**src/rtl/branch_predict_unit_pkg.sv**
```systemverilog
// Branch mode encodings, BHT counter type and the saturating counter update
// shared by the branch prediction/resolution unit and its history table.
package BranchModesPackage;

  typedef enum logic [3:0] {
    NONE = 4'd0,
    BEQ  = 4'd1,
    BNE  = 4'd2,
    BGEZ = 4'd3,
    BGTZ = 4'd4,
    BLEZ = 4'd5,
    BLTZ = 4'd6,
    J    = 4'd7,
    JR   = 4'd8,
    JAL  = 4'd9,
    JALR = 4'd10
  } BranchMode_t;

  typedef logic [1:0] bht_counter_t;

  localparam bht_counter_t BHT_STRONG_NT = 2'b00;
  localparam bht_counter_t BHT_WEAK_NT   = 2'b01;
  localparam bht_counter_t BHT_WEAK_T    = 2'b10;
  localparam bht_counter_t BHT_STRONG_T  = 2'b11;

  function automatic bht_counter_t bhtNext(input bht_counter_t cnt, input logic taken);
    if (taken) return (cnt == BHT_STRONG_T) ? cnt : cnt + 2'd1;
    return (cnt == BHT_STRONG_NT) ? cnt : cnt - 2'd1;
  endfunction

  function automatic logic isConditional(input BranchMode_t mode);
    return mode inside {BEQ, BNE, BGEZ, BGTZ, BLEZ, BLTZ};
  endfunction

endpackage

```
**src/rtl/branch_predict_unit_if.sv**
```systemverilog
// Fetch-lookup, resolution-request and resolution-result signals of the
// branch prediction unit; master drives requests, slave is the unit.
interface branch_predict_unit_if #(
  parameter int ADDR_W   = 32,
  parameter int OFFSET_W = 16,
  parameter int JUMP_W   = 26,
  parameter int CNT_W    = 16
);
  import BranchModesPackage::*;

  logic                lookup_valid;
  logic [ADDR_W-1:0]   lookup_pc;
  logic                pred_valid;
  logic                pred_taken;

  logic                in_valid;
  BranchMode_t         mode;
  logic [ADDR_W-1:0]   pcAddress;
  logic [OFFSET_W-1:0] branchAddressOffset;
  logic [JUMP_W-1:0]   jumpAddress;
  logic [ADDR_W-1:0]   jumpRegisterAddress;
  logic                resultZero;
  logic                resultNegative;
  logic                resultPositive;
  logic                in_pred_taken;
  logic                flush;

  logic                out_valid;
  logic                redirect;
  logic [ADDR_W-1:0]   redirect_pc;
  logic                link_valid;
  logic [ADDR_W-1:0]   link_pc;
  logic [CNT_W-1:0]    mispredict_count;

  modport master (
    output lookup_valid, lookup_pc, in_valid, mode, pcAddress, branchAddressOffset,
           jumpAddress, jumpRegisterAddress, resultZero, resultNegative,
           resultPositive, in_pred_taken, flush,
    input  pred_valid, pred_taken, out_valid, redirect, redirect_pc, link_valid,
           link_pc, mispredict_count
  );

  modport slave (
    input  lookup_valid, lookup_pc, in_valid, mode, pcAddress, branchAddressOffset,
           jumpAddress, jumpRegisterAddress, resultZero, resultNegative,
           resultPositive, in_pred_taken, flush,
    output pred_valid, pred_taken, out_valid, redirect, redirect_pc, link_valid,
           link_pc, mispredict_count
  );

endinterface

```
**src/rtl/branch_predict_unit_bht.sv**
```systemverilog
// 2-bit saturating branch history table: one registered read port, one update
// port; a same-index read and update returns the pre-update counter.
module branch_history_table
  import BranchModesPackage::*;
#(
  parameter int BHT_DEPTH = 64,
  parameter int IDX_W     = $clog2(BHT_DEPTH)
) (
  input  logic         clk,
  input  logic         rst,
  input  logic         rdEn,
  input  logic [IDX_W-1:0] rdIdx,
  output bht_counter_t rdData,
  input  logic         wrEn,
  input  logic [IDX_W-1:0] wrIdx,
  input  logic         wrTaken
);

  bht_counter_t counters [BHT_DEPTH];

  // NOTE: every counter must start weakly not-taken, so this array is a flop
  // bank with async reset rather than a RAM; non-blocking writes give the
  // read-before-write ordering for free.
  always_ff @(posedge clk or negedge rst) begin
    if (!rst) begin
      for (int i = 0; i < BHT_DEPTH; i++) counters[i] <= BHT_WEAK_NT;
      rdData <= BHT_WEAK_NT;
    end else begin
      if (rdEn) rdData <= counters[rdIdx];
      if (wrEn) counters[wrIdx] <= bhtNext(counters[wrIdx], wrTaken);
    end
  end

endmodule

```
**src/rtl/branch_predict_unit.sv**
```systemverilog
// Branch/jump resolver with JAL/JALR link generation, BHT-based fetch
// prediction and a saturating mispredict counter. One-cycle latency.
module branch_predict_unit
  import BranchModesPackage::*;
#(
  parameter int ADDR_W    = 32,
  parameter int OFFSET_W  = 16,
  parameter int JUMP_W    = 26,
  parameter int BHT_DEPTH = 64,
  parameter int CNT_W     = 16
) (
  input logic clk,
  input logic rst,
  branch_predict_unit_if.slave bus
);

  localparam int IDX_W = $clog2(BHT_DEPTH);
  localparam logic [ADDR_W-1:0] JUMP_MASK = ADDR_W'({(JUMP_W + 2){1'b1}});

  logic              accept;
  logic              taken;
  logic              redirectNext;
  logic              linkNext;
  logic [ADDR_W-1:0] branchTarget;
  logic [ADDR_W-1:0] jumpTarget;
  logic [ADDR_W-1:0] fallThrough;
  logic [ADDR_W-1:0] redirectPcNext;

  logic              predValid;
  bht_counter_t      predCounter;
  logic              outValid;
  logic              redirectQ;
  logic [ADDR_W-1:0] redirectPcQ;
  logic              linkValidQ;
  logic [ADDR_W-1:0] linkPcQ;
  logic [CNT_W-1:0]  mispredictCount;

  logic              unusedLookupBits;
  assign unusedLookupBits = ^{bus.lookup_pc[ADDR_W-1:IDX_W+2], bus.lookup_pc[1:0]};

  assign accept       = bus.in_valid & ~bus.flush;
  assign branchTarget = bus.pcAddress + (ADDR_W'($signed(bus.branchAddressOffset)) << 2);
  assign jumpTarget   = (bus.pcAddress & ~JUMP_MASK) | (ADDR_W'(bus.jumpAddress) << 2);
  assign fallThrough  = bus.pcAddress + ADDR_W'(4);

  // NOTE: every output of this block gets a default first so no path leaves
  // a signal unassigned and infers a latch.
  always_comb begin
    taken          = 1'b0;
    redirectNext   = 1'b0;
    redirectPcNext = '0;
    linkNext       = 1'b0;
    unique case (bus.mode)
      BEQ:  taken = bus.resultZero;
      BNE:  taken = ~bus.resultZero;
      BGEZ: taken = bus.resultZero | bus.resultPositive;
      BGTZ: taken = bus.resultPositive;
      BLEZ: taken = bus.resultZero | bus.resultNegative;
      BLTZ: taken = bus.resultNegative;
      default: taken = 1'b0;
    endcase
    if (isConditional(bus.mode)) begin
      redirectNext   = taken ^ bus.in_pred_taken;
      redirectPcNext = taken ? branchTarget : fallThrough;
    end else begin
      unique case (bus.mode)
        J, JAL: begin
          redirectNext   = 1'b1;
          redirectPcNext = jumpTarget;
        end
        JR, JALR: begin
          redirectNext   = 1'b1;
          redirectPcNext = bus.jumpRegisterAddress;
        end
        default: ;
      endcase
      linkNext = (bus.mode == JAL) || (bus.mode == JALR);
    end
  end

  branch_history_table #(
    .BHT_DEPTH (BHT_DEPTH),
    .IDX_W     (IDX_W)
  ) u_bht (
    .clk     (clk),
    .rst     (rst),
    .rdEn    (bus.lookup_valid),
    .rdIdx   (bus.lookup_pc[IDX_W+1:2]),
    .rdData  (predCounter),
    .wrEn    (accept & isConditional(bus.mode)),
    .wrIdx   (bus.pcAddress[IDX_W+1:2]),
    .wrTaken (taken)
  );

  always_ff @(posedge clk or negedge rst) begin
    if (!rst) begin
      predValid       <= 1'b0;
      outValid        <= 1'b0;
      redirectQ       <= 1'b0;
      redirectPcQ     <= '0;
      linkValidQ      <= 1'b0;
      linkPcQ         <= '0;
      mispredictCount <= '0;
    end else begin
      predValid   <= bus.lookup_valid;
      outValid    <= accept;
      redirectQ   <= accept & redirectNext;
      redirectPcQ <= accept ? redirectPcNext : '0;
      linkValidQ  <= accept & linkNext;
      linkPcQ     <= accept ? fallThrough : '0;
      // Counted at the accepting edge so the count already includes the
      // redirect being shown on the outputs.
      if (accept && redirectNext && (mispredictCount != '1))
        mispredictCount <= mispredictCount + CNT_W'(1);
    end
  end

  assign bus.pred_valid       = predValid;
  assign bus.pred_taken       = predCounter[1];
  assign bus.out_valid        = outValid;
  assign bus.redirect         = redirectQ;
  assign bus.redirect_pc      = redirectPcQ;
  assign bus.link_valid       = linkValidQ;
  assign bus.link_pc          = linkPcQ;
  assign bus.mispredict_count = mispredictCount;

endmodule

```
**src/flat_wrapper.sv**
```systemverilog
// flat-port wrapper written by rule: the top's interface ports become plain ports
module branch_predict_unit_flat import BranchModesPackage::*;
#(
  parameter int ADDR_W    = 32,
  parameter int OFFSET_W  = 16,
  parameter int JUMP_W    = 26,
  parameter int BHT_DEPTH = 64,
  parameter int CNT_W     = 16
)
  (clk, rst, bus_lookup_valid, bus_lookup_pc, bus_in_valid, bus_mode, bus_pcAddress, bus_branchAddressOffset, bus_jumpAddress, bus_jumpRegisterAddress, bus_resultZero, bus_resultNegative, bus_resultPositive, bus_in_pred_taken, bus_flush, bus_pred_valid, bus_pred_taken, bus_out_valid, bus_redirect, bus_redirect_pc, bus_link_valid, bus_link_pc, bus_mispredict_count);
  branch_predict_unit_if #(.ADDR_W(ADDR_W), .OFFSET_W(OFFSET_W), .JUMP_W(JUMP_W), .CNT_W(CNT_W)) bus_i ();
  input logic clk;
  input logic rst;
  input wire logic [$bits(bus_i.lookup_valid)-1:0] bus_lookup_valid;
  input wire logic [$bits(bus_i.lookup_pc)-1:0] bus_lookup_pc;
  input wire logic [$bits(bus_i.in_valid)-1:0] bus_in_valid;
  input wire logic [$bits(bus_i.mode)-1:0] bus_mode;
  input wire logic [$bits(bus_i.pcAddress)-1:0] bus_pcAddress;
  input wire logic [$bits(bus_i.branchAddressOffset)-1:0] bus_branchAddressOffset;
  input wire logic [$bits(bus_i.jumpAddress)-1:0] bus_jumpAddress;
  input wire logic [$bits(bus_i.jumpRegisterAddress)-1:0] bus_jumpRegisterAddress;
  input wire logic [$bits(bus_i.resultZero)-1:0] bus_resultZero;
  input wire logic [$bits(bus_i.resultNegative)-1:0] bus_resultNegative;
  input wire logic [$bits(bus_i.resultPositive)-1:0] bus_resultPositive;
  input wire logic [$bits(bus_i.in_pred_taken)-1:0] bus_in_pred_taken;
  input wire logic [$bits(bus_i.flush)-1:0] bus_flush;
  output wire logic [$bits(bus_i.pred_valid)-1:0] bus_pred_valid;
  output wire logic [$bits(bus_i.pred_taken)-1:0] bus_pred_taken;
  output wire logic [$bits(bus_i.out_valid)-1:0] bus_out_valid;
  output wire logic [$bits(bus_i.redirect)-1:0] bus_redirect;
  output wire logic [$bits(bus_i.redirect_pc)-1:0] bus_redirect_pc;
  output wire logic [$bits(bus_i.link_valid)-1:0] bus_link_valid;
  output wire logic [$bits(bus_i.link_pc)-1:0] bus_link_pc;
  output wire logic [$bits(bus_i.mispredict_count)-1:0] bus_mispredict_count;
  assign bus_i.lookup_valid = bus_lookup_valid;
  assign bus_i.lookup_pc = bus_lookup_pc;
  assign bus_i.in_valid = bus_in_valid;
  assign bus_i.mode = bus_mode;
  assign bus_i.pcAddress = bus_pcAddress;
  assign bus_i.branchAddressOffset = bus_branchAddressOffset;
  assign bus_i.jumpAddress = bus_jumpAddress;
  assign bus_i.jumpRegisterAddress = bus_jumpRegisterAddress;
  assign bus_i.resultZero = bus_resultZero;
  assign bus_i.resultNegative = bus_resultNegative;
  assign bus_i.resultPositive = bus_resultPositive;
  assign bus_i.in_pred_taken = bus_in_pred_taken;
  assign bus_i.flush = bus_flush;
  assign bus_pred_valid = bus_i.pred_valid;
  assign bus_pred_taken = bus_i.pred_taken;
  assign bus_out_valid = bus_i.out_valid;
  assign bus_redirect = bus_i.redirect;
  assign bus_redirect_pc = bus_i.redirect_pc;
  assign bus_link_valid = bus_i.link_valid;
  assign bus_link_pc = bus_i.link_pc;
  assign bus_mispredict_count = bus_i.mispredict_count;
  branch_predict_unit #(.ADDR_W(ADDR_W), .OFFSET_W(OFFSET_W), .JUMP_W(JUMP_W), .BHT_DEPTH(BHT_DEPTH), .CNT_W(CNT_W)) u_core (.clk(clk), .rst(rst), .bus(bus_i));
endmodule
```
**config.mk**
```make
export PLATFORM = sky130hd
export DESIGN_NAME = branch_predict_unit_flat
export DESIGN_NICKNAME = d
export VERILOG_FILES = /design/src/rtl/branch_predict_unit_pkg.sv /design/src/rtl/branch_predict_unit_if.sv /design/src/rtl/branch_predict_unit_bht.sv /design/src/rtl/branch_predict_unit.sv /design/src/flat_wrapper.sv
export SDC_FILE = /design/constraint.sdc
export NUM_CORES = 1
export LEC_CHECK = 0
export ABC_AREA = 0
export BUFFER_PORTS_ARGS = -buffer_cell sky130_fd_sc_hd__buf_2
export CORE_ASPECT_RATIO = 1.5
export CORE_MARGIN = 2
export CORE_UTILIZATION = 30
export DETAILED_ROUTE_END_ITERATION = 7
export PLACE_DENSITY_LB_ADDON = 0.2
export SETUP_SLACK_MARGIN = 0.05
export SYNTH_ARGS = -nofsm -noshare
export SYNTH_HDL_FRONTEND = slang
export SYNTH_SLANG_ARGS = --single-unit
```
**constraint.sdc**
```tcl
create_clock -name clk -period 6.25 [get_ports clk]
set_input_delay 1.5625 -clock clk [delete_from_list [all_inputs] [get_ports clk]]
set_output_delay 1.5625 -clock clk [all_outputs]
set_load 0.05 [all_outputs]
```
# ---- Word level (Yosys, flattened, before mapping)
# Cells that the tools add are included.
dict set report word_totals {
  elab_cells 138
  inputBits 151
  output_inout_bits 85
  reg_bits 214
}
dict set report op_classes {
  eq_ne 12
  muxes 25
  addsub 5
  magnitude_cmp 3
  n_bitwise 12
  n_reduce_logical 9
}
# cell n
set ops {}
lappend ops {{128-bit bitwise mux} 1}
lappend ops {{32-bit two-way mux} 4}
lappend ops {{32-bit one-hot mux with 2 select lines} 1}
lappend ops {{32-bit by 3-bit adder with 32-bit output, second input constant} 1}
lappend ops {{32-bit adder} 1}
lappend ops {{32-bit by 28-bit bitwise OR with 32-bit output} 1}
lappend ops {{2-bit binary-select mux with 6-bit select} 2}
lappend ops {{2-bit two-way mux} 10}
lappend ops {{16-bit by 1-bit adder with 16-bit output, second input constant} 1}
lappend ops {{4-bit by 3-bit == test with 1-bit output, second input constant} 4}
lappend ops {{16-bit inequality test, second input constant} 1}
lappend ops {{7-bit greater-or-equal comparator, second input constant} 2}
lappend ops {{6-bit inverter with 7-bit output} 2}
lappend ops {{2-bit demux with 6-bit select} 1}
lappend ops {{4-bit == test, second input constant} 3}
lappend ops {{4-bit by 2-bit == test with 1-bit output, second input constant} 2}
lappend ops {{7-bit by 1-bit less-than comparator with 1-bit output, second input constant} 1}
lappend ops {{1-bit one-hot mux with 6 select lines} 1}
lappend ops {{6-bit nonzero test} 1}
lappend ops {{1-bit two-way mux} 5}
lappend ops {{1-bit AND} 4}
lappend ops {{4-bit by 1-bit == test with 1-bit output, second input constant} 1}
lappend ops {{2-bit OR reduction} 2}
lappend ops {{4-bit OR reduction} 1}
lappend ops {{other kinds (9)} 13}

# ---- Longest topological paths before layout
# Gate-level depths: netlist of run 1.
dict set report logic_depth {
  ltp_word 10
  ltp_mapped 12
  ltp_nobuf 11
}

# ---- Hierarchy
# A second synthesis of run 1 with hierarchy kept.
dict set report unflattened {
  cells_unflattened 1305
  area_unflattened_um2 12762.2
}
# mod area_per_inst_um2 seq_area_each_um2 cells_per_inst instances
set by_module_without_submodules {}
lappend by_module_without_submodules {branch_history_table 7191.9 3334.4 700 1}
lappend by_module_without_submodules {branch_predict_unit 5570.3 2102.0 605 1}

# ---- Worst setup path after synthesis of run 1
# OpenSTA, ideal clock, no wires.
dict set report synth_path {
  kind {input-to-reg}
  from {in bus_pcAddress[3]}
  to {reg u_core.redirectPcQ[26], in the netlist u_core.bus.redirect_pc[26]}
  path_stages 12
  path_buffers 2
  arrival_ps 3796
  t_required_ps 6125
  setup_time_ps 125
  setup_slack_ps 2329
  cell_sequence {buf_2 -> inv_2 -> buf_2 -> fa_1 -> nor2b_1 -> o31ai_1 -> a211oi_1 -> o21ai_0 -> nand2_1 -> a31oi_1 -> xor2_1 -> a2111oi_0}
}
dict set report synth_between {
  elab_chain_len 4
  elab_cells_between_ends 5
  classes_between {add/sub: 2; mux: 3}
}
# element line
set synth_rtl {}
lappend synth_rtl {{start, declared} flat_wrapper.sv:18} ;# input wire logic [$bits(bus_i.pcAddress)-1:0] bus_pcAddress;
lappend synth_rtl {{32-bit by 3-bit adder with 32-bit output or 32-bit adder (tied branches)} {branch_predict_unit.sv:44, branch_predict_unit.sv:42}}
lappend synth_rtl {{32-bit two-way mux *} branch_predict_unit.sv:64} ;# redirectPcNext = taken ? branchTarget : fallThrough;
lappend synth_rtl {{32-bit two-way mux *} branch_predict_unit.sv:62} ;# if (isConditional(bus.mode)) begin
lappend synth_rtl {{32-bit two-way mux *} branch_predict_unit.sv:108} ;# redirectPcQ <= accept ? redirectPcNext : '0;
lappend synth_rtl {{end signal, assigned} branch_predict_unit.sv:108}
lappend synth_rtl {{end, declared} branch_predict_unit.sv:33} ;# logic [ADDR_W-1:0] redirectPcQ;
# Mark *: on every way between the ends. The rest lies on a longest branch, timed or not.
# A chain may end at the register's enable or synchronous reset.

# ---- Worst setup path after layout of run 1
dict set report layout_path {
  from {in bus_pcAddress[2]}
  to {reg u_core.u_bht.counters[81] (netlist bit)}
}
dict set report layout_between {
  elab_chain_len 10
  elab_cells_between_ends 19
  classes_between {add/sub: 2; order compare: 2; eq/ne: 1; mux: 11; bitwise: 1; reduce/logical: 2}
}
# element line
set layout_rtl {}
lappend layout_rtl {{6-bit inverter with 7-bit output (not written as such) *} branch_predict_unit_bht.sv:30} ;# if (wrEn) counters[wrIdx] <= bhtNext(counters[wrIdx], wrTaken);
lappend layout_rtl {{2-bit binary-select mux with 6-bit select} branch_predict_unit_bht.sv:30}
lappend layout_rtl {{2-bit two-way mux (not written as such) (2 in series)} branch_predict_unit_bht.sv:30}
lappend layout_rtl {{2-bit by 1-bit adder with 2-bit output or 2-bit == test (tied branches)} branch_predict_unit_pkg.sv:27} ;# if (taken) return (cnt == BHT_STRONG_T) ? cnt : cnt + 2'd1;
lappend layout_rtl {{2-bit two-way mux (2 in series)} branch_predict_unit_pkg.sv:27}
lappend layout_rtl {{2-bit two-way mux} branch_predict_unit_pkg.sv:28} ;# return (cnt == BHT_STRONG_NT) ? cnt : cnt - 2'd1;
lappend layout_rtl {{2-bit two-way mux} branch_predict_unit_bht.sv:30}
lappend layout_rtl {{128-bit bitwise mux *} branch_predict_unit_bht.sv:30}
lappend layout_rtl {{end signal, assigned by index} branch_predict_unit_bht.sv:30}
lappend layout_rtl {{end, declared} branch_predict_unit_bht.sv:19} ;# bht_counter_t counters [BHT_DEPTH];
# Mark *: on every way between the ends. The rest lies on a longest branch, timed or not. The select of a mux whose other input is x is not followed.

==> results of run 1 <==
per-stage QoR:
stage	setup WS, ns	std cells	hold slack, ns
floorplan	2.33	1208	0.455
global placement	1.18	1920	0.463
detailed placement	1.15	1920	0.471
CTS	1.72	1964	0.480
global route	1.48	1964	0.490
finish	1.78	1964	0.475
sequential cells by signal, indices dropped and copies added, names as in the netlist, 16 cells and up:
name / flops
u_core.bus.link_pc: 32
u_core.bus.mispredict_count: 16
u_core.bus.redirect_pc: 32
u_core.u_bht.counters: 128
synth_stat cells, types with 5 or more instances:
library cell	number
o211ai_1	8
nand2b_1	5
and2_1	13
a21o_1	12
dfstp_2	64
mux2_4	9
o21a_1	11
and4_1	8
o221a_2	5
dfrtp_1	149
buf_2	18
nand3_1	41
xnor2_1	28
a2111oi_0	7
nor3_1	24
a211oi_1	10
mux4_2	32
nand3b_1	5
and3_1	16
mux2_2	58
nor2_1	133
nand2_1	131
mux2i_1	18
clkbuf_1	42
a21oi_1	65
o22ai_1	6
nor2b_1	6
a31oi_1	6
mux4_1	12
a221oi_1	18
a221o_1	14
buf_6	10
inv_1	10
xor2_1	30
o21ai_0	74
ha_1	31
nand4_1	11
worst paths after layout:
check	from	endpoint	cells after the start
setup / recovery	bus_pcAddress[2]	u_core.u_bht.counters[81]	10
hold / removal	u_core.u_bht.counters[104]	u_core.u_bht.counters[104]	2
setup reg to reg	u_core.u_bht.counters[91]	u_core.u_bht.counters[81]	7
hold reg to reg	u_core.u_bht.counters[104]	u_core.u_bht.counters[104]	2
max in group asynchronous	rst	u_core.bus.mispredict_count[1]	2
min in group asynchronous	rst	u_core.bus.pred_valid	1
area by class of cell:
type | count | area, um2
clock buffers | 35 | 703
flip-flops and latches | 213 | 5410
inverters | 11 | 41.3
repair buffers | 227 | 1200
multi-input cells | 911 | 6770
clock inverters | 9 | 106
fillers | 4180 | 26300
well taps | 558 | 698
cells by family after synthesis:
group,count (synthesis),share of synthesized area (%)
XOR/XNOR,58,4.04
AO/OA/AOI/OAI,273,14.5
multiplexers,130,16.0
flip-flops,213,43.0
AND/OR/NAND/NOR,417,15.6
buffers and inverters,84,3.41
adder cells (fa/ha/maj),33,3.35
worst reg2reg max path, cell delays in order, from the launching register on:
cell	delay, ns
dfrtp_1	0.40
mux4_1	0.51
a22oi_1	0.26
o22ai_1	0.17
nor4_2	0.24
nand2_1	0.11
maj3_4	0.62
mux2_2	0.40
layer usage:
metal	wire length (um)	part of all wire [%]	GRT usage, %	vias up
met5	23	0.056	0	-
met4	1260	3.1	6.32	4
met3	2140	5.2	2.68	67
met2	21700	52	34.4	293
met1	16300	39	22.5	4960
li1	-	-	-	4827
power by group through the flow:
| stage | Combinational, W | Sequential (W) | Clock (W) |
|---|---|---|---|
| 2_1_floorplan | 0.000331 | 0.00163 | 0 |
| 3_3_place_gp | 0.000697 | 0.00151 | 0 |
| 3_5_place_dp | 0.000702 | 0.00151 | 0 |
| 4_1_cts | 0.000704 | 0.00148 | 0.00152 |
| 5_1_grt | 0.000760 | 0.00149 | 0.00157 |
| 6_report | 0.000696 | 0.00148 | 0.00147 |
==> key figures, run 1 <==
Run status
  • Outcome: finished clean

Cells and area
  • Post-route cell area: 14,900 um2
  • Most common cell after layout, fill and taps aside: buf_2
  • Commonest non-fill, non-tap cells in the layout: buf_2, dfrtp_1, nor2_1
  • Area grow syn2layout: 18.7%
  • ANT cells: 0
  • Utilization after layout: 36.2%
  • Final Net Count: 1,571
  • Ratio of cells with drive above 1 in the final layout: 32.1%

Clock network
  • Root buffer cell: clkbuf_16
  • Clk_lat worst skew: 0.55 ns
  • Post-CTS Setup Inserts: 0
  • CTS resizes: 0
  • Maximum buffer depth of the clock tree: 3
  • Hold-fix buffers at CTS: 0
  • TritonCTS Sinks: 213
  • CTS tree: yes
  • CTS clk-pin slew, worst paths: 0.06 ns
  • CTS Buf Count: 24
  • H-tree depth: 1

Route
  • Drt via density: 5.17
  • DRT iter0 DRCs: 622
  • Via count: 10,200
  • Post-route DRC: 0
  • Final ANT Viol Nets: 0
  • DRT Pass-1 Iters: 4
  • Wirelength per Cell: 21.1 um
  • Post-Route WL: 41,400 um

Worst setup path
  • FF-to-FF setup slack: 3.40 ns
  • Max incr delay on CP: 0.62 ns
  • Crit-path cells: buf_2 > buf_4 > mux2_1 > a22o_1 > a21oi_1 > a21oi_1 > nor4_2 > nand2_1 > maj3_4 > mux2_2
  • CP delay by family, top: buffers and inverters
  • Most frequent CP cell: a21oi_1
  • Worst Path Required: 6.67 ns
  • CP max-delay cell: maj3_4
  • Worst path bufs/invs: 2
  • Startpoint types: input port
  • Worst Path Max Fanout: 64
  • Worst setup EP type: register
  • Setup CP Type: input port to register
  • Crit path DAT: 4.88 ns

Pwr
  • PwrDens: 245 nW/um2
  • Combinational share of power: 19.1%
  • Sw Ratio: 30.7%
  • Final Power: 0.00365 W
  • Reg power frac: 40.6%
  • Peak VDD IR: 0.000194 V
  • Clk pwr share: 40.3%
  • Switch Pwr: 0.00112 W
  • P_int: 0.00253 W
  • P_leak: 6.65 nW

Floorplan
  • Starting Density: 30.5%
  • Die Span Y: 255 um
  • Die W: 171 um
  • Die ar.: 43,600 um2
  • Row count: 91
  • # IOs: 236
  • Placeable Area: 41,200 um2

Logic synthesis
  • Synth area leader: dfrtp_1
  • Synthesis Warnings: 0
  • Post-Syn Instances: 1,208
  • Post-synth EDFFs: 0
  • Share of flip-flops with an asynchronous set or reset: 100%
  • Distinct cells, synth: 75
  • Net Count, Synth: 1,391
  • Post-Synthesis Cell Area: 12,600 um2
  • Primary FF master, synth: dfrtp_1
  • Sequential fraction of the synthesis area: 43.0%
  • Flops & latches, synth: 213
  • Syn avg cell area: 10.4 um2
  • Yosys top cell area share: 29.6%
  • Synth top area cells: dfrtp_1, dfstp_2, mux4_2

Global route
  • Global-route wire length before repair: 62,500 um
  • Gr usage total: 18.9%
  • Largest net degree at the start of global routing: 115
  • Number of global-route vias before repair: 10,400
  • Initial antenna violation count: 2
  • Overall overflow remaining after global route: 0

STA
  • Max Freq: 224 MHz
  • Crit share post-route: 71.4%
  • Final hold vios: 0
  • Fin crit period: 4.47 ns
  • Slew Limit Fails: 0
  • Post-route setup TNS: 0 ns
  • Worst-Margin Slew: 0.991 ns
  • RSZ-0062 raised after global routing: no
  • Setup violations, final: 0
  • Worst Skew: 0.0214 ns
  • Slew headroom: 33.6%

Placed design
  • DP Wirelength: 29,800 um
  • Gpl congestion: 0.869
  • Placed cell areas: 14,100 um2
  • Input/output buffers: 209

Min path
  • Hold/Removal Path Class: register to register

Flow run
  • # Max-Cap Violations: 0
(Power assumes the default switching activity.)
==> inputs of run 2 (changes only) <==
==> constraint.sdc (replaced) <==
create_clock -name clk -period 4.19 [get_ports clk]
set_input_delay 1.0475 -clock clk [delete_from_list [all_inputs] [get_ports clk]]
set_output_delay 1.0475 -clock clk [all_outputs]
set_load 0.05 [all_outputs]
==> run 2 against run 1 <==
Die area is the same. Critical path type unchanged. Register-to-register slack got worse by 2.1 ns. Worst setup slack worse by 1.1 ns. Non-clock buffer count increased by 27.
==> key figures, run 2 (synthesized netlist as in run 1, its figures left out) <==
Route
  • Final ANT Viol Nets: 0 (unchanged)
  • Drt via density: 5.20 (+0.59%)
  • DRT iter0 DRCs: 632 (+1.6%)
  • Wirelength per Cell: 21.0 um (-0.31%)
  • DRT Pass-1 Iters: 5 (+1)
  • Via count: 10,400 (+2.0%)
  • Post-route DRC: 0 (unchanged)
  • Post-Route WL: 41,900 um (+1.1%)

Cells and area
  • Area grow syn2layout: 20.5%
  • Post-route cell area: 15,200 um2 (+1.5%)
  • Ratio of cells with drive above 1 in the final layout: 33.5% (+1.5 points)
  • ANT cells: 0 (unchanged)
  • Commonest non-fill, non-tap cells in the layout: buf_2, dfrtp_1, nor2_1
  • Most common cell after layout, fill and taps aside: buf_2
  • Top reg by flops: u_core.u_bht.counters
  • Max FFs per register: 128 (unchanged)
  • Post-Layout Cell Count: 1,992 (+1.4%)
  • Number of fill cells: 4,198 (+0.43%)
  • Final Net Count: 1,599 (+1.8%)

Flow run
  • # Max-Cap Violations: 0 (unchanged)

Floorplan
  • Die Span Y: 255 um (unchanged)
  • Die W: 171 um (unchanged)
  • Die ar.: 43,600 um2 (unchanged)
  • Starting Density: 30.5% (unchanged)
  • Row count: 91 (unchanged)
  • # IOs: 236 (unchanged)
  • Placeable Area: 41,200 um2 (unchanged)

Global route
  • Initial antenna violation count: 2 (unchanged)
  • Global-route wire length before repair: 63,500 um (+1.5%)
  • Gr usage total: 19.1% (+0.20 points)
  • Overall overflow remaining after global route: 0 (unchanged)
  • Largest net degree at the start of global routing: 100 (-13%)
  • Number of global-route vias before repair: 10,800 (+3.4%)

Worst setup path
  • Startpoint types: input port
  • CP max-delay cell: maj3_4
  • Worst Path Required: 4.60 ns (-2.07 ns)
  • Worst Path Max Fanout: 64 (unchanged)
  • CP delay by family, top: multiplexers
  • Worst setup EP type: register
  • Reg2reg start: u_core.u_bht.counters[93]
  • Max incr delay on CP: 0.63 ns (about the same)
  • Crit-path cells: buf_2 > buf_12 > buf_4 > mux4_1 > mux2i_1 > o22ai_1 > nor2_1 > nand3_1 > maj3_4 > mux2_2
  • Worst path bufs/invs: 3 (+1)
  • Setup CP Type: input port to register
  • Crit path DAT: 3.95 ns (-0.93 ns)
  • Critical path origin: bus_pcAddress[2]

Clock network
  • Post-CTS Setup Inserts: 0 (unchanged)
  • Hold-fix buffers at CTS: 0 (unchanged)
  • H-tree depth: 1 (unchanged)
  • Clk_lat worst skew: 0.54 ns (about the same)
  • CTS clk-pin slew, worst paths: 0.06 ns (about the same)
  • CTS resizes: 0 (unchanged)
  • CTS tree: yes
  • TritonCTS Sinks: 213 (unchanged)
  • Root buffer cell: clkbuf_16
  • CTS Buf Count: 25 (+4.2%)
  • Maximum buffer depth of the clock tree: 3 (unchanged)

Placed design
  • DP Worst Slack: 0.119 ns (-1.03 ns)
  • Placed cell count: 1,947 (+1.4%)
  • Placed cell areas: 14,300 um2 (+1.5%)
  • Gpl congestion: 0.852 (-1.9%)
  • DP Wirelength: 31,200 um (+4.7%)
  • Input/output buffers: 209 (unchanged)

STA
  • Post-route setup TNS: 0 ns (unchanged)
  • Final Worst Setup Slack: 0.656 ns (-1.13 ns)
  • Slew Limit Fails: 0 (unchanged)
  • Max Freq: 283 MHz
  • Worst Skew: 0.0122 ns (-0.00917 ns)
  • RSZ-0062 raised after global routing: no
  • Worst-Margin Slew: 0.674 ns (-0.317 ns)
  • Fin crit period: 3.53 ns
  • Crit share post-route: 84.3%
  • Final hold vios: 0 (unchanged)
  • Setup violations, final: 0 (unchanged)
  • Slew headroom: 55.1% (+21 points)

Pwr
  • Peak VDD IR: 0.000290 V (+49%)
  • PwrDens: 363 nW/um2 (+49%)
  • Final Power: 0.00551 W (+51%)
  • P_leak: 6.80 nW (+2.3%)

Min path
  • Hold/Removal Path Class: input port to async pin

Run status
  • Outcome: finished clean
[run 2: cell count changes in the layout (fill, tap and decap cells not counted), moves of 2 or more]
cell / change
clkbuf_8: -2
clkinv_2: +4
buf_12: +2
clkbuf_1: -2
buf_4: +25
[run 2: power breakdown]
part | leakage (nW) | internal (W) | switching [W]
Combinational | 3.70 | 0.000343 | 0.000718
Clock | 0.406 | 0.00132 | 0.000914
Sequential | 2.70 | 0.00216 | 0.0000519
[run 2: per-layer routing]
metal	up-vias	track usage, %	share of wire, %
li1	4874	-	-
met5	-	0	0.045
met1	5088	21.9	39
met3	84	2.70	5.2
met2	306	35.0	52
met4	4	8.06	4.1
[run 2: final timing paths]
path	end	slack, ns	depth (start not counted)
max reg2reg	u_core.u_bht.counters[93]	1.33	7
max	u_core.u_bht.counters[93]	0.66	10
max in group asynchronous	u_core.u_bht.counters[94]	2.85	2
min	u_core.u_bht.counters[13]	0.45	1
min reg2reg	u_core.u_bht.counters[50]	0.47	2
min in group clk	u_core.u_bht.counters[50]	0.47	2
[run 2: through the flow]
step                      hold WS [ns]  utilization (%)
final                            0.455             36.8
after detailed placement         0.470             34.8
after global placement           0.464             34.8
after global routing             0.460             36.8
after floorplan                  0.455                -
after CTS                        0.432             36.8
[run 2: cell type report]
cell class                      count  area (um2)  share of cell area (%)
Sequential cell                   213        5410                    35.7
Timing Repair Buffer              254        1430                    9.44
Multi-Input combinational cell    911        6750                    44.5
Tap cell                          558         698                    4.61
Inverter                           11        41.3                   0.272
Clock inverter                     14         158                    1.04
Clock buffer                       31         668                    4.41
==> inputs of run 3 (changes only) <==
==> constraint.sdc (replaced) <==
create_clock -name clk -period 3.1 [get_ports clk]
set_input_delay 0.775 -clock clk [delete_from_list [all_inputs] [get_ports clk]]
set_output_delay 0.775 -clock clk [all_outputs]
set_load 0.05 [all_outputs]
==> run 3 against run 2 <==
Combinational power grew 50%. Sequential power up 35%. Non-clock buffer count grew 149. Largest power group is now sequential cells. Global-route usage is 0.32 points higher. Highest routed layer unchanged. Design area is 8.1% higher.
==> key figures, run 3 (synthesized netlist as in run 1, its figures left out) <==
Global route
  • Global-route wire length before repair: 64,500 um (+1.6%)
  • Gr usage total: 19.4% (+0.32 points)
  • Largest net degree at the start of global routing: 87 (-13%)
  • Overall overflow remaining after global route: 0 (unchanged)
  • Number of global-route vias before repair: 10,900 (+1.4%)
  • Initial antenna violation count: 3 (+1)

Worst setup path
  • Worst path bufs/invs: 3 (unchanged)
  • Max incr delay on CP: 0.63 ns (about the same)
  • CP delay by family, top: multiplexers
  • R2r worst-path depth: 8 (+1)
  • Most frequent CP cell: buf_12
  • Worst Path Max Fanout: 23 (-64%)
  • Startpoint types: input port
  • Crit path DAT: 3.39 ns (-0.56 ns)
  • Reg2reg start: u_core.u_bht.counters[93]
  • Worst Path Required: 3.52 ns (-1.08 ns)
  • FF-to-FF setup slack: 0.37 ns (-0.96 ns)
  • Worst r2r dst: u_core.u_bht.counters[7]
  • Setup CP Type: input port to register
  • CP max-delay cell: mux4_1
  • Crit-path cells: buf_2 > buf_12 > mux4_1 > a22oi_1 > o22ai_1 > nor4_2 > nand2_1 > maj3_4 > buf_12 > mux2_2
  • Worst setup EP type: register

Cells and area
  • Utilization after layout: 39.7% (+3.0 points)
  • Ratio of cells with drive above 1 in the final layout: 39.9% (+6.3 points)
  • Number of fill cells: 4,154 (-1.0%)
  • Post-Layout Cell Count: 2,142 (+7.5%)
  • Max FFs per register: 128 (unchanged)
  • Most common cell after layout, fill and taps aside: buf_2
  • Commonest non-fill, non-tap cells in the layout: buf_2, buf_4, dfrtp_1
  • Area grow syn2layout: 30.3%
  • Final Net Count: 1,747 (+9.3%)
  • Top reg by flops: u_core.u_bht.counters

STA
  • RSZ-0062 raised after global routing: no
  • Worst-Margin Slew: 0.559 ns (-0.115 ns)
  • Crit share post-route: 96.0%
  • Setup violations, final: 0 (unchanged)
  • Worst Skew: 0.0238 ns (+0.0116 ns)
  • Slew headroom: 62.7% (+7.7 points)
  • Final hold vios: 0 (unchanged)
  • Slew Limit Fails: 0 (unchanged)
  • Hold_ws: 0.158 ns (-0.297 ns)
  • Fin crit period: 2.97 ns
  • Post-route setup TNS: 0 ns (unchanged)
  • Max Freq: 336 MHz

Route
  • Wirelength per Cell: 20.0 um (-5.0%)
  • Post-Route WL: 42,800 um (+2.2%)
  • Post-route DRC: 0 (unchanged)
  • Drt via density: 5.01 (-3.6%)
  • Via count: 10,700 (+3.6%)
  • DRT iter0 DRCs: 594 (-6.0%)
  • Final ANT Viol Nets: 0 (unchanged)
  • DRT Pass-1 Iters: 5 (unchanged)

Clock network
  • Maximum buffer depth of the clock tree: 3 (unchanged)
  • CTS Buf Count: 24 (-4.0%)
  • TritonCTS Sinks: 213 (unchanged)
  • CTS tree: yes
  • H-tree depth: 1 (unchanged)
  • Clk_lat worst skew: 0.55 ns (about the same)
  • Root buffer cell: clkbuf_16
  • CTS clk-pin slew, worst paths: 0.06 ns (about the same)

Floorplan
  • Die ar.: 43,600 um2 (unchanged)
  • Starting Density: 30.5% (unchanged)
  • # IOs: 236 (unchanged)
  • Row count: 91 (unchanged)
  • Die Span Y: 255 um (unchanged)
  • Placeable Area: 41,200 um2 (unchanged)
  • Die W: 171 um (unchanged)

Pwr
  • PwrDens: 456 nW/um2 (+25%)
  • Peak VDD IR: 0.000390 V (+34%)
  • P_leak: 7.55 nW (+11%)

Run status
  • Outcome: finished clean

Placed design
  • Gpl congestion: 0.861 (+0.96%)
  • Input/output buffers: 209 (unchanged)
  • Placed cell count: 2,096 (+7.7%)
  • DP Wirelength: 33,300 um (+6.7%)

Flow run
  • # Max-Cap Violations: 0 (unchanged)

Min path
  • Hold/Removal Path Class: input port to async pin
[run 3: layout make-up]
cell class	instances	area, um2	area share (%)
multi-input cells	911	6780	41.4
flip-flops and latches	213	5410	33.0
repair buffers	403	2680	16.3
well taps	558	698	4.26
clock buffers	35	662	4.04
clock inverters	9	109	0.665
inverters	11	41.3	0.252
diodes	2	5.00	0.0306
[run 3: stage by stage]
stage | cell area [um2] | setup WS [ns] | power, W
2_1_floorplan | 12600 | 0.0410 | 0.00395
6_report | 16400 | 0.125 | 0.00747
4_1_cts | 16300 | 0.110 | 0.00757
3_3_place_gp | 15600 | -0.441 | 0.00462
5_1_grt | 16400 | 0.0622 | 0.00782
3_5_place_dp | 15600 | -0.446 | 0.00464
[run 3: metal layers]
metal	vias to the layer above	global-route usage, %	wire [um]
met4	2	6.27	1160
met2	296	37.2	23100
met1	5203	22.0	16700
li1	5173	-	-
met3	59	2.27	1810
met5	-	0	13
[run 3: worst max path at each step]
stage	startpoint	end	slack, ns	cells past startpoint
2_1_floorplan	bus_pcAddress[3]	u_core.bus.redirect_pc[26]	0.04	12
6_report	bus_pcAddress[2]	u_core.u_bht.counters[7]	0.13	10
3_3_place_gp	bus_pcAddress[2]	u_core.bus.redirect_pc[29]	-0.44	13
4_1_cts	bus_pcAddress[2]	u_core.bus.redirect_pc[29]	0.11	13
5_1_grt	bus_pcAddress[2]	u_core.bus.redirect_pc[23]	0.06	13
3_5_place_dp	bus_pcAddress[2]	u_core.bus.redirect_pc[29]	-0.45	13
[run 3: worst register-to-register path, cell delays in order, from the launching register on]
cell     delay [ns]
dfrtp_1        0.40
mux4_1         0.58
a22oi_1        0.28
o22ai_1        0.19
nor4_2         0.20
nand2_1        0.10
maj3_4         0.39
buf_12         0.18
mux2_2         0.28
[run 3: what timing repair did]
action | CTS | global route
gates resized for setup | 0 | 9
hold buffers | 0 | 0
setup buffers | 0 | 0
endpoints found under the setup margin | 0 | 87
[run 3: report_power, final]
part,switching [W],internal (W)
registers,0.0000713,0.00292
logic,0.000992,0.000599
clock network,0.00123,0.00165
total,0.00230,0.00517
